**src/rtl/mem_access_unit_pkg.sv**
```systemverilog
// Shared types and constants for the memory access unit.
//   ADDR_W / DATA_W : word address and data widths
//   MEM_WORDS       : default count of implemented data-memory words
//   state_t         : sequencer states
//   req_t           : one queued processor request
package mem_access_pkg;

  localparam int ADDR_W    = 16;
  localparam int DATA_W    = 32;
  localparam int MEM_WORDS = 64;

  typedef enum logic [1:0] {
    IDLE   = 2'd0,
    ACCESS = 2'd1,
    RESP   = 2'd2
  } state_t;

  typedef struct packed {
    logic              write;
    logic [ADDR_W-1:0] addr;
    logic [DATA_W-1:0] wdata;
  } req_t;

  localparam int REQ_W = $bits(req_t);

  function automatic logic addr_in_range(input logic [ADDR_W-1:0] addr, input int words);
    return int'(addr) < words;
  endfunction

endpackage

```
**src/rtl/mem_access_unit_if.sv**
```systemverilog
// Processor-side request/response bus of the memory access unit.
//   req_valid/req_ready/req_write/req_addr/req_wdata : request channel
//   rsp_valid/rsp_ready/rsp_rdata/rsp_err            : response channel
//   master : processor side, slave : the unit
interface mem_access_unit_if;
  import mem_access_pkg::*;

  logic              req_valid;
  logic              req_ready;
  logic              req_write;
  logic [ADDR_W-1:0] req_addr;
  logic [DATA_W-1:0] req_wdata;
  logic              rsp_valid;
  logic              rsp_ready;
  logic [DATA_W-1:0] rsp_rdata;
  logic              rsp_err;

  modport master (
    output req_valid, req_write, req_addr, req_wdata, rsp_ready,
    input  req_ready, rsp_valid, rsp_rdata, rsp_err
  );

  modport slave (
    input  req_valid, req_write, req_addr, req_wdata, rsp_ready,
    output req_ready, rsp_valid, rsp_rdata, rsp_err
  );

endinterface

```
**src/rtl/mem_access_unit_req_fifo.sv**
```systemverilog
// req_fifo: small synchronous request queue.
//   clk, reset    : clock, synchronous active-high reset (empties queue)
//   push, wdata   : enqueue (ignored when full)
//   pop, rdata    : dequeue (ignored when empty); rdata shows the head
//   full, empty   : occupancy flags
// A push and a pop in the same cycle both take effect.
module req_fifo #(
  parameter int DEPTH = 2,
  parameter int WIDTH = 8
) (
  input  logic             clk,
  input  logic             reset,
  input  logic             push,
  input  logic [WIDTH-1:0] wdata,
  input  logic             pop,
  output logic [WIDTH-1:0] rdata,
  output logic             full,
  output logic             empty
);

  localparam int PTR_W = (DEPTH > 1) ? $clog2(DEPTH) : 1;
  localparam int CNT_W = $clog2(DEPTH + 1);

  logic [WIDTH-1:0] store [DEPTH];
  logic [PTR_W-1:0] wr_ptr, rd_ptr;
  logic [CNT_W-1:0] count;
  logic             do_push, do_pop;

  assign full    = (count == CNT_W'(DEPTH));
  assign empty   = (count == '0);
  assign do_push = push && !full;
  assign do_pop  = pop && !empty;
  assign rdata   = store[rd_ptr];

  always_ff @(posedge clk) begin
    if (reset) begin
      wr_ptr <= '0;
      rd_ptr <= '0;
      count  <= '0;
    end else begin
      if (do_push) wr_ptr <= (wr_ptr == PTR_W'(DEPTH - 1)) ? '0 : wr_ptr + 1'b1;
      if (do_pop)  rd_ptr <= (rd_ptr == PTR_W'(DEPTH - 1)) ? '0 : rd_ptr + 1'b1;
      case ({do_push, do_pop})
        2'b10:   count <= count + 1'b1;
        2'b01:   count <= count - 1'b1;
        default: count <= count;
      endcase
    end
  end

  // Payload storage needs no reset; validity is tracked by count.
  always_ff @(posedge clk) begin
    if (do_push) store[wr_ptr] <= wdata;
  end

endmodule

```
**src/rtl/mem_access_unit.sv**
```systemverilog
// mem_access_unit: queues processor load/store requests and runs them one
// at a time against a word-addressed data memory with combinational read.
//   clk, reset               : clock, synchronous active-high reset
//   bus (slave)              : request/response handshake bus
//   mem_write/addr/datain    : data-memory write strobe, address, write data
//   mem_dataout              : data-memory read data
//   rd_count / wr_count      : completed in-range loads / stores (saturating)
//
// state  | meaning
// IDLE   | no operation in flight, waiting for a queued request
// ACCESS | single cycle driving the memory for the operation register
// RESP   | response presented, held until rsp_ready
module mem_access_unit
  import mem_access_pkg::*;
#(
  parameter int MEM_WORDS  = mem_access_pkg::MEM_WORDS,
  parameter int FIFO_DEPTH = 2
) (
  input  logic              clk,
  input  logic              reset,
  mem_access_unit_if.slave  bus,
  output logic              mem_write,
  output logic [ADDR_W-1:0] mem_addr,
  output logic [DATA_W-1:0] mem_datain,
  input  logic [DATA_W-1:0] mem_dataout,
  output logic [15:0]       rd_count,
  output logic [15:0]       wr_count
);

  state_t            state, state_nxt;
  req_t              push_req, head_req, op_q;
  logic              fifo_full, fifo_empty, fifo_push, fifo_pop;
  logic              op_in_range, access_en;
  logic [DATA_W-1:0] rdata_q;
  logic              err_q;
  logic [15:0]       rd_cnt_q, wr_cnt_q;

  // Ready is masked during reset so nothing is accepted while flushing.
  assign bus.req_ready = !fifo_full && !reset;
  assign fifo_push     = bus.req_valid && bus.req_ready;

  always_comb begin
    push_req       = '0;
    push_req.write = bus.req_write;
    push_req.addr  = bus.req_addr;
    push_req.wdata = bus.req_wdata;
  end

  req_fifo #(
    .DEPTH (FIFO_DEPTH),
    .WIDTH (REQ_W)
  ) u_req_fifo (
    .clk   (clk),
    .reset (reset),
    .push  (fifo_push),
    .wdata (push_req),
    .pop   (fifo_pop),
    .rdata (head_req),
    .full  (fifo_full),
    .empty (fifo_empty)
  );

  always_ff @(posedge clk) begin
    if (reset) state <= IDLE;
    else       state <= state_nxt;
  end

  always_comb begin
    state_nxt = state;
    fifo_pop  = 1'b0;
    case (state)
      IDLE: begin
        if (!fifo_empty) begin
          state_nxt = ACCESS;
          fifo_pop  = 1'b1;
        end
      end
      ACCESS: state_nxt = RESP;
      RESP: begin
        if (bus.rsp_ready) begin
          if (!fifo_empty) begin
            state_nxt = ACCESS;
            fifo_pop  = 1'b1;
          end else begin
            state_nxt = IDLE;
          end
        end
      end
      default: state_nxt = IDLE;
    endcase
  end

  always_ff @(posedge clk) begin
    if (reset)         op_q <= '0;
    else if (fifo_pop) op_q <= head_req;
  end

  assign op_in_range = addr_in_range(op_q.addr, MEM_WORDS);

  // Response and counters are captured on the ACCESS->RESP edge.
  always_ff @(posedge clk) begin
    if (reset) begin
      rdata_q  <= '0;
      err_q    <= 1'b0;
      rd_cnt_q <= '0;
      wr_cnt_q <= '0;
    end else if (state == ACCESS) begin
      rdata_q <= (op_in_range && !op_q.write) ? mem_dataout : '0;
      err_q   <= !op_in_range;
      if (op_in_range) begin
        if (op_q.write) begin
          if (wr_cnt_q != 16'hFFFF) wr_cnt_q <= wr_cnt_q + 16'd1;
        end else begin
          if (rd_cnt_q != 16'hFFFF) rd_cnt_q <= rd_cnt_q + 16'd1;
        end
      end
    end
  end

  // Outputs are masked by reset so an in-flight store is dropped the moment
  // reset rises, not one edge later.
  assign access_en     = (state == ACCESS) && !reset;
  assign mem_write     = access_en && op_q.write && op_in_range;
  assign mem_addr      = access_en ? op_q.addr  : '0;
  assign mem_datain    = access_en ? op_q.wdata : '0;

  assign bus.rsp_valid = (state == RESP) && !reset;
  assign bus.rsp_rdata = reset ? '0 : rdata_q;
  assign bus.rsp_err   = !reset && err_q;
  assign rd_count      = reset ? '0 : rd_cnt_q;
  assign wr_count      = reset ? '0 : wr_cnt_q;

endmodule
```
**src/flat_wrapper.sv**
```systemverilog
// flat-port wrapper written by rule: the top's interface ports become plain ports
module mem_access_unit_flat import mem_access_pkg::*;
#(
  parameter int MEM_WORDS  = mem_access_pkg::MEM_WORDS,
  parameter int FIFO_DEPTH = 2
)
  (clk, reset, mem_write, mem_addr, mem_datain, mem_dataout, rd_count, wr_count, bus_req_valid, bus_req_write, bus_req_addr, bus_req_wdata, bus_rsp_ready, bus_req_ready, bus_rsp_valid, bus_rsp_rdata, bus_rsp_err);
  mem_access_unit_if bus_i ();
  input  logic clk;
  input  logic reset;
  output logic mem_write;
  output logic [ADDR_W-1:0] mem_addr;
  output logic [DATA_W-1:0] mem_datain;
  input  logic [DATA_W-1:0] mem_dataout;
  output logic [15:0] rd_count;
  output logic [15:0] wr_count;
  input wire logic [$bits(bus_i.req_valid)-1:0] bus_req_valid;
  input wire logic [$bits(bus_i.req_write)-1:0] bus_req_write;
  input wire logic [$bits(bus_i.req_addr)-1:0] bus_req_addr;
  input wire logic [$bits(bus_i.req_wdata)-1:0] bus_req_wdata;
  input wire logic [$bits(bus_i.rsp_ready)-1:0] bus_rsp_ready;
  output wire logic [$bits(bus_i.req_ready)-1:0] bus_req_ready;
  output wire logic [$bits(bus_i.rsp_valid)-1:0] bus_rsp_valid;
  output wire logic [$bits(bus_i.rsp_rdata)-1:0] bus_rsp_rdata;
  output wire logic [$bits(bus_i.rsp_err)-1:0] bus_rsp_err;
  assign bus_i.req_valid = bus_req_valid;
  assign bus_i.req_write = bus_req_write;
  assign bus_i.req_addr = bus_req_addr;
  assign bus_i.req_wdata = bus_req_wdata;
  assign bus_i.rsp_ready = bus_rsp_ready;
  assign bus_req_ready = bus_i.req_ready;
  assign bus_rsp_valid = bus_i.rsp_valid;
  assign bus_rsp_rdata = bus_i.rsp_rdata;
  assign bus_rsp_err = bus_i.rsp_err;
  mem_access_unit #(.MEM_WORDS(MEM_WORDS), .FIFO_DEPTH(FIFO_DEPTH)) u_core (.clk(clk), .reset(reset), .bus(bus_i), .mem_write(mem_write), .mem_addr(mem_addr), .mem_datain(mem_datain), .mem_dataout(mem_dataout), .rd_count(rd_count), .wr_count(wr_count));
endmodule
```
**config.mk**
```make
export PLATFORM = sky130hd
export DESIGN_NAME = mem_access_unit_flat
export DESIGN_NICKNAME = d
export VERILOG_FILES = /design/src/rtl/mem_access_unit_pkg.sv /design/src/rtl/mem_access_unit_if.sv /design/src/rtl/mem_access_unit_req_fifo.sv /design/src/rtl/mem_access_unit.sv /design/src/flat_wrapper.sv
export SDC_FILE = /design/constraint.sdc
export NUM_CORES = 1
export LEC_CHECK = 0
export CAP_MARGIN = 20
export CORE_MARGIN = 2
export CORE_UTILIZATION = 40
export DETAILED_ROUTE_END_ITERATION = 10
export PLACE_DENSITY = 0.7
export SYNTH_ARGS = -nofsm -noshare
export SYNTH_HDL_FRONTEND = slang
export SYNTH_SLANG_ARGS = --single-unit
```
**constraint.sdc**
```tcl
create_clock -name clk -period 4.08 [get_ports clk]
set_input_delay 0.408 -clock clk [delete_from_list [all_inputs] [get_ports clk]]
set_output_delay 0.408 -clock clk [all_outputs]
set_load 0.01 [all_outputs]
```
# Word-level counts from Yosys, hierarchy flattened
# Memories as Yosys holds them, arrays and structs flattened. A register that Yosys moved wholly into a read port is not among the register bits.
# Index checks and enable logic that the tools add are counted.
# op_classes
add_sub_neg	6
bitwise_logic	1
muxes	18
magnitude_cmp	1
eq_ne	9
reduce_logical	21
# op_table
cell	count
two-way mux 32 bit	3
two-way mux 16 bit	3
adder 16 x 1 -> 16 bit (second input constant)	2
!= test 16 bit (second input constant)	2
< comparator 16 x 7 -> 1 bit (second input constant)	1
logical AND 1 bit	10
AND reduction 4 bit	2
two-way mux 1 bit	7
== test 2 bit (second input constant)	3
case mux 2 bit (3 select lines)	1
logical NOT 1 bit	5
== test 2 x 1 -> 1 bit (second input constant)	2
logical NOT 2 bit	2
two-way mux 2 bit	2
!= test 2 bit (second input constant)	2
case mux 2 bit (2 select lines)	1
adder 1 bit (second input constant)	2
adder 2 x 1 -> 2 bit (second input constant)	1
case mux 1 bit (2 select lines)	1
AND reduction 2 bit	1
nonzero test 2 bit	1
subtractor 2 x 1 -> 2 bit (second input constant)	1
NOT 1 bit	1
# totals
register_bits	71
n_memories	1
elab_cells	65
ramBits	98
out_inout_bits	116
# mem_list
name	words	width	rd	rd_clocked_by_memory_dff	write_ports	line	source
u_core.u_req_fifo.store	2	49	1	1	1	mem_access_unit_req_fifo.sv:24	logic [WIDTH-1:0] store [DEPTH];

# Logic depth before layout (Yosys ltp)
# logic_depth
depth_word	7
mapped_depth	8
ltp_nobuf	7

# By module
# A second synthesis with hierarchy kept.
# unflattened
cells_unflattened	791
hier_area_um2	8882.3
# modules_own_cells
module	seq_area_each_um2	area_per_inst_um2	cells_per_inst	n_inst
mem_access_unit	2322.2	5136.2	613	1
req_fifo	3042.9	3746.1	178	1

# Worst setup path before layout
# No wires, ideal clock.
# synth_path
path_type	input-to-reg
startpoint	input reset
endpoint	memory u_core.u_req_fifo.store[0][0] in the netlist's numbering, enable pin
arrival_time_ps	3105
stages	4
path_buffers	1
slack_ps	519
cell_sequence	clkbuf_1 > a21oi_1 > nand2_1 > nor2_1
# synth_via
elab_chain_len	6
# synth_lines
item	line	source
start, declared	flat_wrapper.sv:10	input logic reset;
logical NOT 1 bit	mem_access_unit.sv:39	assign bus.req_ready = !fifo_full && !reset;
logical AND 1 bit	mem_access_unit.sv:39	
net bus_req_ready	flat_wrapper.sv:22	output wire logic [$bits(bus_i.req_ready)-1:0] bus_req_ready;
logical AND 1 bit	mem_access_unit.sv:40	assign fifo_push = bus.req_valid && bus.req_ready;
logical AND 1 bit	mem_access_unit_req_fifo.sv:31	assign do_push = push && !full;
two-way mux 1 bit	mem_access_unit_req_fifo.sv:53	if (do_push) store[wr_ptr] <= wdata;
two-way mux 1 bit (not written as such)	mem_access_unit_req_fifo.sv:53	
end, declared	mem_access_unit_req_fifo.sv:24	
# The timed path passes the listed nets, and every way through them passes these cells.

# Final worst setup path
# layout_path
startpoint	register u_core.state[0]
endpoint	output mem_datain[13]
# layout_via
elab_chain_len	3
# layout_lines
item	line	source
start, declared	mem_access_unit.sv:30	state_t state, state_nxt;
start signal, assigned	mem_access_unit.sv:65	else state <= state_nxt;
== test 2 x 1 -> 1 bit	mem_access_unit.sv:122	assign access_en = (state == ACCESS) && !reset;
logical AND 1 bit	mem_access_unit.sv:122	
two-way mux 32 bit	mem_access_unit.sv:125	assign mem_datain = access_en ? op_q.wdata : '0;
end, declared	flat_wrapper.sv:13	output logic [DATA_W-1:0] mem_datain;
# No other way between the ends.

==> metrics <==
outcome=finished, final reports clean; Seq/Total Area, Yosys=61.34%; total CTS buffers=24; crit start category=register; Initial Utilization=41.06%; root buffer cell=clkbuf_16; Worst setup startpoint=u_core.state[0]$_SDFFE_PP0P_; Initial DRC Count=300; Reg clk slew, reported paths=0.06 ns; crit path kind=register to output pin; first-pass GRT wire length=29.36 mm; Top Layer Used=met4; Gate Count Post-Synth=731; P&R area growth vs syn=34.71%; setup tns final=0 ns; max_slew headroom=37.92%; Post-synth EDFFs=98; Post-CTS Hold Buffers=0; GR Overflow Total=0; Async SR Flop Fraction=0%; Gate power share=21.5%; antenna viol nets, final=0; fraction of layout cells with a size suffix above 1=7.173%; Max stage delay cell, worst path=nor2_4; initial antenna violation count=0; Clock Latency Late Sink=0.53 ns; slowest stage delay, CP=0.72 ns; Max-Cap Viols=0; Nets=1004; Power Dens Cells=553.7 nW/µm²; r2r startpoint=u_core.op_q[45]$_SDFFE_PP0P_; DR WL met2=8.990 mm; Die Span X=151.6 µm; vias in the first global route=5704; first-pass detailed-route iteration total=5; Least-Margin Pin Slew=0.9313 ns; Final Slew Violations=0; Ys Warns=0; fin cells=1210; placer's final routability congestion estimate=0.7601; Num Clock Sinks=218; Crit path required time=3.67 ns; H-tree Lvls=1; part of the cycle the worst path needs=75.19%; met1 WL=8.468 mm; maximum net fanout on the critical path=49; Ports=201; clock share of power=31.6%; Synth Flop Type=dfxtp_1; leak pwr=4.017 nW; FF+latch count, synth=218; CTS tree=done; fmax=0.3260 GHz; crit path DAT=2.66 ns; Global Route Usage Sum=16.06%; Peak VDD IR=0.3162 mV; via/cell ratio=5.007; Post-CTS Setup Repair Bufs=0; hold path start=reset; Synth cell types=45; post-CTS resize count=0; clk buf depth=3; Hold Crit Class=input pin to register; routed wl met3=1.461 mm; Post-Syn Area=8713 µm²; Mean Syn Cell Area=11.92 µm²; DR vias=6059; die extent in y=151.6 µm; pin count of the biggest net entering global routing=117; setup ws final=1.012 ns; final hold violation count=0; Switch Pwr=1.962 mW; die area=22980 µm²; clk_skew=0.01815 ns; Inst Count DP=1165; post-DP HPWL=12.46 mm; detailed-route wire length=19.35 mm; row count=53; DRC violations left=0; CP Capture Type=output pin; sequential power share=46.9%; core area=21220 µm²; Final Setup Violations=0; routed len/inst=15.99 µm; Worst Hold Slack=0.3298 ns; Switching Share=30.19%; dpl ws=1.361 ns; Final min period=3.068 ns; crit-path cells=nand2b_1, nor2_4, and2_1, clkdlybuf4s50_1; internal power=4.537 mW; RSZ-0062 raised after global routing=false; IO Port Bufs=200; syn_nets=819
-- power by group through the flow --
stage	clock (mW)	sequential, mW	combinational, mW
after global placement	0	3.09	1.37
after floorplan	0	2.85	1.14
after CTS	2.11	3.06	1.42
after detailed placement	0	3.09	1.41
final	2.05	3.05	1.40
after global routing	2.19	3.10	1.57
-- layout by cell type, fill, tap and decap left out, types with 6 or more instances in the layout --
cell type,count
clkbuf_16,24
a22o_1,32
buf_4,7
nor2b_1,66
nand3_1,6
clkbuf_1,7
xnor2_1,17
clkbuf_8,6
a21oi_1,7
and2_1,48
o21ai_0,6
a211oi_1,54
mux2i_1,50
nand4_1,11
edfxtp_1,98
nand2_1,13
clkdlybuf4s50_1,199
dfxtp_1,119
nor2_1,85
-- flip-flops by register name, summed over array words and instances (netlist names) --
signal / count
u_core.u_req_fifo.wr_ptr: 1
u_core.rdata_q: 32
u_core.u_req_fifo.rd_ptr: 1
u_core.rd_cnt_q: 16
u_core.u_req_fifo.store: 98
u_core.err_q: 1
u_core.u_req_fifo.count: 2
u_core.op_q: 49
u_core.wr_cnt_q: 16
u_core.state: 2
-- final timing paths --
kind,slack (ns),cells after the start,to
worst min register to register,0.49,2,u_core.op_q[29]$_SDFFE_PP0P_
worst max register to register,1.84,5,u_core.wr_cnt_q[8]$_SDFFE_PP0P_
worst max-delay path,1.01,4,mem_datain[13]
worst min-delay path,0.33,2,u_core.u_req_fifo.wr_ptr$_SDFFE_PP0P_
-- area by class of cell --
class	instances	area (µm²)
inverter	3	11.26
antenna	1	2.502
tap	275	344.1
timing repair buffer	207	2064
clock buffer	37	709.4
sequential	218	5349
multi-input combinational	462	3194
clock inverter	7	62.56
fill	1814	9483
-- per-stage QoR --
stage | cell area (µm²) | power (mW) | util (%)
2_1_floorplan | 8713 | 3.997 | -
3_5_place_dp | 10960 | 4.502 | 51.66
3_3_place_gp | 10960 | 4.457 | 51.66
4_1_cts | 11740 | 6.589 | 55.30
6_report | 11740 | 6.500 | 55.31
5_1_grt | 11740 | 6.862 | 55.30
-- worst max-delay path: cells and delay by family (launching register included) --
family	cells	cell delay, ns
buffers and inverters	1	0.55
and+or+nand+nor	3	1.12
DFF	1	0.47
-- per-layer routing --
metal / vias up / GRT usage, %
met5: - / 0
met4: 0 / 4.444
met3: 36 / 4.401
met2: 170 / 26.63
met1: 2846 / 20.76
li1: 3007 / -
-- cell families (layout without fill, tap and decap cells) --
kind of cell	Yosys count	count (layout)	synth area share, %
AO/OA/AOI/OAI	106	106	9.363
XOR/XNOR	22	22	2.211
adder cells (fa/ha/maj)	3	3	0.4308
buffers and inverters	51	254	2.269
flip-flops	218	218	61.34
multiplexers	58	58	6.778
other	0	1	0
AND/OR/NAND/NOR	273	273	17.61
-- cells in the mapped netlist (all sizes together), types with 8 or more instances --
| cell | count | area (µm²) |
|---|---|---|
| nor2b | 66 | 412.9 |
| xnor2 | 17 | 148.9 |
| nor2 | 88 | 330.3 |
| buf | 9 | 40.03 |
| a22o | 32 | 280.3 |
| a211oi | 54 | 405.4 |
| mux2i | 50 | 500.5 |
| nand4 | 12 | 90.09 |
| mux2 | 8 | 90.08 |
| dfxtp | 120 | 2402 |
| edfxtp | 98 | 2943 |
| and2 | 49 | 307.8 |
| clkbuf | 39 | 146.4 |
| nand2 | 13 | 48.80 |
Power figures use the tool's default switching activity.
